**config.mk**
```make
export PLATFORM = sky130hd
export DESIGN_NAME = seq_code_tx
export DESIGN_NICKNAME = d
export VERILOG_FILES = /design/src/rtl/seq_code_tx.sv
export SDC_FILE = /design/constraint.sdc
export NUM_CORES = 1
export LEC_CHECK = 0
export BUFFER_PORTS_ARGS = -buffer_cell sky130_fd_sc_hd__buf_2
export CAP_MARGIN = 10
export CORE_ASPECT_RATIO = 1.25
export CORE_UTILIZATION = 31
export CTS_BUF_LIST = sky130_fd_sc_hd__clkbuf_4 sky130_fd_sc_hd__clkbuf_8
export DETAILED_ROUTE_END_ITERATION = 16
export SYNTH_ARGS = -nofsm -noshare
export SYNTH_HDL_FRONTEND = slang
export SYNTH_SLANG_ARGS = --single-unit
```
**constraint.sdc**
```tcl
create_clock -name clk -period 5.1 [get_ports clk]
set_input_delay 1.02 -clock clk [delete_from_list [all_inputs] [get_ports clk]]
set_output_delay 1.02 -clock clk [all_outputs]
set_load 0.005 [all_outputs]
```
**src/rtl/seq_code_tx.sv**
```systemverilog
`default_nettype none
// ============================================================================
// Module  : seq_code_tx
// Brief   : Plays a stored N-digit code onto a digit bus one digit at a time,
//           with programmable hold/gap timing and a start/busy/done handshake.
//           Optional build macro SEQ_CODE_TX_REPEAT_EN adds input repeat_en
//           for continuous replay of the captured code.
// Revision: 1.0  initial release
// ============================================================================
module seq_code_tx #(
    parameter int DIGIT_W     = 3,
    parameter int N_DIGITS    = 4,
    parameter int HOLD_CYCLES = 1,
    parameter int GAP_CYCLES  = 0,
    parameter int IDLE_DIGIT  = 6
) (
    input  logic                         clk,
    input  logic                         clear,
`ifdef SEQ_CODE_TX_REPEAT_EN
    input  logic                         repeat_en,
`endif
    input  logic                         start,
    input  logic [N_DIGITS*DIGIT_W-1:0]  code,
    output logic [DIGIT_W-1:0]           out_digit,
    output logic                         digit_valid,
    output logic [3:0]                   digit_idx,
    output logic                         busy,
    output logic                         done
);

    localparam logic [DIGIT_W-1:0] IDLE_V    = DIGIT_W'(IDLE_DIGIT);
    localparam logic [3:0]         LAST_IDX  = 4'(N_DIGITS - 1);
    localparam logic [7:0]         HOLD_LAST = 8'(HOLD_CYCLES - 1);
    localparam logic [7:0]         GAP_LAST  = 8'(GAP_CYCLES - 1);
    localparam bit                 HAS_GAP   = (GAP_CYCLES > 0);

    typedef enum logic [1:0] {
        S_IDLE = 2'd0,
        S_SEND = 2'd1,
        S_GAP  = 2'd2,
        S_DONE = 2'd3
    } state_t;

    state_t                        state;
    logic [N_DIGITS*DIGIT_W-1:0]   code_q;
    logic [7:0]                    cnt;
    logic                          rpt_q;
    logic                          do_repeat;
    logic [3:0]                    nxt_idx;
    logic [DIGIT_W-1:0]            digits [16];

`ifdef SEQ_CODE_TX_REPEAT_EN
    assign do_repeat = repeat_en;
`else
    assign do_repeat = 1'b0;
`endif

    assign nxt_idx = digit_idx + 4'd1;

    // Digit table over the captured code; slots beyond N_DIGITS are never addressed.
    genvar gi;
    generate
        for (gi = 0; gi < 16; gi++) begin : g_digits
            if (gi < N_DIGITS) begin : g_used
                assign digits[gi] = code_q[(N_DIGITS-1-gi)*DIGIT_W +: DIGIT_W];
            end else begin : g_unused
                assign digits[gi] = IDLE_V;
            end
        end
    endgenerate

    always_ff @(posedge clk) begin
        if (clear) begin
            state       <= S_IDLE;
            code_q      <= '0;
            cnt         <= 8'd0;
            rpt_q       <= 1'b0;
            out_digit   <= IDLE_V;
            digit_valid <= 1'b0;
            digit_idx   <= 4'd0;
            busy        <= 1'b0;
            done        <= 1'b0;
        end else begin
            case (state)
                S_IDLE: begin
                    done <= 1'b0;
                    if (start) begin
                        state       <= S_SEND;
                        code_q      <= code;
                        cnt         <= 8'd0;
                        digit_idx   <= 4'd0;
                        out_digit   <= code[N_DIGITS*DIGIT_W-1 -: DIGIT_W];
                        digit_valid <= 1'b1;
                        busy        <= 1'b1;
                    end
                end

                S_SEND: begin
                    if (cnt == HOLD_LAST) begin
                        cnt <= 8'd0;
                        if (digit_idx == LAST_IDX) begin
                            state       <= S_DONE;
                            out_digit   <= IDLE_V;
                            digit_valid <= 1'b0;
                            done        <= 1'b1;
                            busy        <= do_repeat;
                            rpt_q       <= do_repeat;
                        end else if (HAS_GAP) begin
                            state       <= S_GAP;
                            out_digit   <= IDLE_V;
                            digit_valid <= 1'b0;
                        end else begin
                            digit_idx   <= nxt_idx;
                            out_digit   <= digits[nxt_idx];
                        end
                    end else begin
                        cnt <= cnt + 8'd1;
                    end
                end

                S_GAP: begin
                    if (cnt == GAP_LAST) begin
                        state       <= S_SEND;
                        cnt         <= 8'd0;
                        digit_idx   <= nxt_idx;
                        out_digit   <= digits[nxt_idx];
                        digit_valid <= 1'b1;
                    end else begin
                        cnt <= cnt + 8'd1;
                    end
                end

                S_DONE: begin
                    done <= 1'b0;
                    cnt  <= 8'd0;
                    // Replay restarts from the code captured at the original start.
                    if (rpt_q) begin
                        state       <= S_SEND;
                        digit_idx   <= 4'd0;
                        out_digit   <= digits[0];
                        digit_valid <= 1'b1;
                        busy        <= 1'b1;
                    end else begin
                        state <= S_IDLE;
                        busy  <= 1'b0;
                    end
                end

                default: begin
                    state       <= S_IDLE;
                    out_digit   <= IDLE_V;
                    digit_valid <= 1'b0;
                    busy        <= 1'b0;
                    done        <= 1'b0;
                end
            endcase
        end
    end

endmodule
`default_nettype wire
```
### After elaboration in Yosys (flattened, before gate mapping)

Cells that the tools add are included.

* flip-flop bits (word level): 32
* output and inout bits: 10

* $add $sub $neg: 2
* $lt $le $gt $ge: 1
* eq/ne operators: 10
* muxes and demuxes: 31
* bitwise operators: 2
* reduce and logical (&&, ||, !) cells: 12

Operators by type and width (number)
* one-hot mux 8 bit (4 select lines): 1
* 2-to-1 mux 8 bit: 3
* 2-to-1 mux 3 bit: 6
* 2-to-1 mux 4 bit: 4
* binary-select mux 3 bit (select 4 bit): 1
* one-hot mux 4 bit (3 select lines): 1
* AND reduction 4 bit: 3
* != test 2 bit (second input constant): 5
* AND reduction 5 bit: 2
* one-hot mux 3 bit (3 select lines): 1
* adder 8 x 1 -> 8 bit (second input constant): 1
* equality test 8 bit (second input constant): 1
* zero test 8 bit: 1
* 2-to-1 mux 2 bit: 4
* one-hot mux 2 bit (4 select lines): 1
* 2-to-1 mux 1 bit: 6
* one-hot mux 1 bit (3 select lines): 2
* >= comparator 5 bit (second input constant): 1
* inverter 4 -> 5 bit: 1
* adder 4 x 1 -> 4 bit (second input constant): 1
* equality test 2 bit (second input constant): 2
* equality test 4 x 2 -> 1 bit (second input constant): 1
* AND reduction 3 bit: 1
* nonzero test 3 bit: 1
* 7 further kinds: 7

### Longest topological paths before layout

* word-level depth: 8
* mapped depth: 7
* depth with buffers taken out: 7

### Worst setup path after synthesis

Ideal clock, no wire load.

* path type: in2reg
* start point: input port start
* end point: register digit_idx[2]
* library setup time: 0.070 ns
* arrival: 2.085 ns
* data required time: 5.030 ns
* setup slack: 2.944 ns
* stages: 5
* path through: nor2b_1 > nor2_2 > o2111ai_4 > or4_1 > a21oi_1

* cells in the longest elaborated chain, start to end: 2

RTL lines
* start: declaration: line 22 `input logic start,`
* != test 2 bit (no line)
* AND reduction 5 bit (no line)
* end signal: assignment: line 113 `digit_idx <= nxt_idx;`
* end signal: assignment: line 125 `digit_idx <= nxt_idx;`
* end: declaration: line 26 `output logic [3:0] digit_idx,`

No other way between the ends.
A chain may end at the register's enable or synchronous reset.

### Worst setup path in the final report

* start point: register digit_idx[0]
* end point: register state[0]

* cells in the longest elaborated chain, start to end: 3

RTL lines
* equality test 4 x 2 -> 1 bit: line 101 `if (digit_idx == LAST_IDX) begin`
* != test 2 bit (no line)
* AND reduction 4 bit (no line)
* end signal: assignment: line 102 `state <= S_DONE;`
* end signal: assignment: line 109 `state <= S_GAP;`
* end signal: assignment: line 123 `state <= S_SEND;`
* end: declaration: line 44 `state_t state;`

No other way between the ends.

==> impl_metrics.json <==
{
  "drv_slew": 0,
  "min_to": "code_q[1]",
  "topRoutingLayerUsed": "met4",
  "fillers": 552,
  "dp_hpwl_um": 2660,
  "met3_length_um": 129,
  "end_kind": "flip-flop",
  "num_vias": 1485,
  "core_um2": 5190,
  "reg2reg_from": "digit_idx[0]",
  "p_switching_w": 0.000250,
  "gp_congestion": 0.741,
  "arrival_ps": 2580,
  "port_buffers": 24,
  "synthCells": 204,
  "die_x_um": 68.4,
  "post_cts.repair.setup_buffers": 0,
  "min_period_ps": 2370,
  "sw_frac_of_total_pct": 32.5,
  "antenna_found_initial": 0,
  "power_per_cell_area_nw_per_um2": 387,
  "antennaDiodeCount": 0,
  "startpoint_type": "flip-flop",
  "clock_skew_ps": 6.53,
  "grt_pass1_vias": 1400,
  "dieArea_um2": 5820,
  "rsz0062_at_grt": "false",
  "track_usage_pct": 14.7,
  "synth_area_leaders": "dfxtp_1 (37%), nand2_1 (7.7%), a21oi_1 (7.3%)",
  "path_clk_slew_ps": 70,
  "synth_fp_nets": 228,
  "routedWlPerCell_um": 12.9,
  "vias_per_cell": 5.12,
  "synth_edf_count": 0,
  "final_area_um2": 1990,
  "row_count": 29,
  "netlist_area_um2": 1710,
  "hp-class": "flip-flop to flip-flop",
  "grt_first_pass_wirelength_um": 6430,
  "ctsHoldBuffers": 0,
  "fin_nets": 251,
  "drc_errors": 0,
  "internal-power_w": 0.000520,
  "fmax_ghz": 0.422,
  "r2r_cells": 6,
  "synth_seq_cells": 32,
  "grt_overflow": 0,
  "clk_latency_ps": 280,
  "wl_um": 3750,
  "root_buffer": "clkbuf_8",
  "hold_start": "code_q[1]",
  "cts_max_level": 2,
  "finalPower_w": 0.000770,
  "start_util_pct": 33.0,
  "synth_ff_type": "dfxtp_1",
  "relSlewSlack_pct": 57.9,
  "finalSetupTns_ps": 0,
  "met1_length_um": 1750,
  "ys_types": 42,
  "grt_max_degree": 33,
  "worst-path-max-fanout": 10,
  "outcome": "finished clean",
  "p_seq_share_pct": 39.9,
  "drtAntennaViolNets": 0,
  "cts-resized-gates": 0,
  "drive_gt1_share_pct": 19.7,
  "min_path_cells": 2,
  "syn2layout_area_growth_pct": 16.3,
  "seq_area_um2": 641,
  "ir_worst_vdd_v": 0.000161,
  "criticalPathCategory": "flip-flop to flip-flop",
  "async_flop_share_pct": 0,
  "min_period_over_period_pct": 46.4,
  "synth_top_cell_area_share_pct": 37.5,
  "dr.pass1.iters": 4,
  "cts_sinks": 32,
  "place_area_um2": 1880,
  "synth-warning-count": 0,
  "cts_tree": "done",
  "cts_buffer_depth": 2,
  "hold_ws_ps": 458,
  "numCtsBuffers": 5,
  "p_leak_nw": 0.749,
  "dieHeight_um": 85.0,
  "hold_violations": 0,
  "yosysSeqAreaShare_pct": 37.5,
  "power_frac_clock_pct": 31.8,
  "ys_top_cells_by_count": "nand2_1 (35), dfxtp_1 (32), a21oi_1 (25), nand3_1 (13), nor2_1 (10)",
  "synth_top_area_cell": "dfxtp_1",
  "comb_power_share_pct": 28.3,
  "setup_viol": 0,
  "multi_input_area_um2": 1000,
  "io_pins": 25,
  "worstReg2RegEnd": "state[0]",
  "yosysMostFrequentCell": "nand2_1",
  "required_ps": 5310,
  "reg2reg_slack_ps": 2730,
  "synth.avg_cell_area_um2": 8.38,
  "worst_pin_slew_ps": 627,
  "dr_wl_met2_um": 1800,
  "drtIter0Drc": 52,
  "max-cap-violations": 0
}
sequential cells by signal (all words and copies together) (netlist names):
signal and cells:
code_q 12, done 1, state 2, busy 1, out_digit 3, digit_idx 4, cnt 8, digit_valid 1
worst max-delay path: stages, from the launching register on:
cell and delay, ps:
dfxtp_1 590, ha_1 300, or3b_1 480, o31ai_1 340
nand3_1 170, mux2_1 340, nor2_1 80
power by group through the flow:
stage	Sequential [W]	Clock, W	Combinational [W]
floorplan	0.000303	0	0.000166
global placement	0.000312	0	0.000218
detailed placement	0.000313	0	0.000219
CTS	0.000307	0.000252	0.000221
global route	0.000313	0.000266	0.000247
finish	0.000307	0.000245	0.000218
worst max-delay path by stage:
stage	start	endpoint	slack, ps	cells past startpoint
after floorplan	start	digit_idx[2]	2940	5
after global placement	start	digit_idx[2]	2710	6
after detailed placement	start	digit_idx[3]	2660	6
after CTS	digit_idx[0]	state[0]	2700	6
after global routing	digit_idx[0]	state[0]	2520	6
final	digit_idx[0]	state[0]	2730	6
through the flow:
step / utilization, % / cells / setup slack [ps]
6_report: 38.3 / 290 / 2730
2_1_floorplan: - / 204 / 2940
4_1_cts: 38.3 / 290 / 2700
3_5_place_dp: 36.2 / 282 / 2660
5_1_grt: 38.3 / 290 / 2520
3_3_place_gp: 36.2 / 282 / 2710
cell type report:
cell class | count | share of cell area, %
Clock inverter | 2 | 1.76
Multi-Input combinational cell | 154 | 50.4
Tap cell | 62 | 3.90
Inverter | 10 | 1.89
Clock buffer | 6 | 3.84
Timing Repair Buffer | 24 | 6.04
Sequential cell | 32 | 32.2
layout by cell type, fill, tap and decap left out, drive strengths merged, types with 2 or more instances in the layout:
cell type,synthesis,final
a211oi,5,5
a21oi,25,25
a41oi,2,2
and2,3,3
buf,0,24
clkbuf,8,6
clkinv,1,2
dfxtp,32,32
ha,9,9
inv,9,9
mux2,2,2
mux2i,3,3
mux4,3,3
nand2,35,35
nand3,13,13
nor2,11,11
nor3,4,4
o21a,2,2
o21ai,9,9
o221ai,2,2
or2,3,3
or3,5,5
or4,3,3
or4b,2,2
layer usage:
metal | global-route usage [%] | up-vias
met3 | 3.90 | 5
met1 | 18.9 | 685
met5 | 0 | -
li1 | - | 776
met4 | 6.25 | 0
met2 | 22.6 | 19
cells by family (layout without fill, tap and decap cells):
| kind of cell | after synthesis | after routing | synth area share [%] |
|---|---|---|---|
| flip-flops | 32 | 32 | 37.5 |
| AND/OR/NAND/NOR | 84 | 84 | 24.0 |
| multiplexers | 8 | 8 | 7.02 |
| buffers and inverters | 18 | 42 | 3.95 |
| adder cells (fa/ha/maj) | 9 | 9 | 6.58 |
| AO/OA/AOI/OAI | 53 | 53 | 21.0 |
No activity file was read; power rests on OpenSTA's default activity.
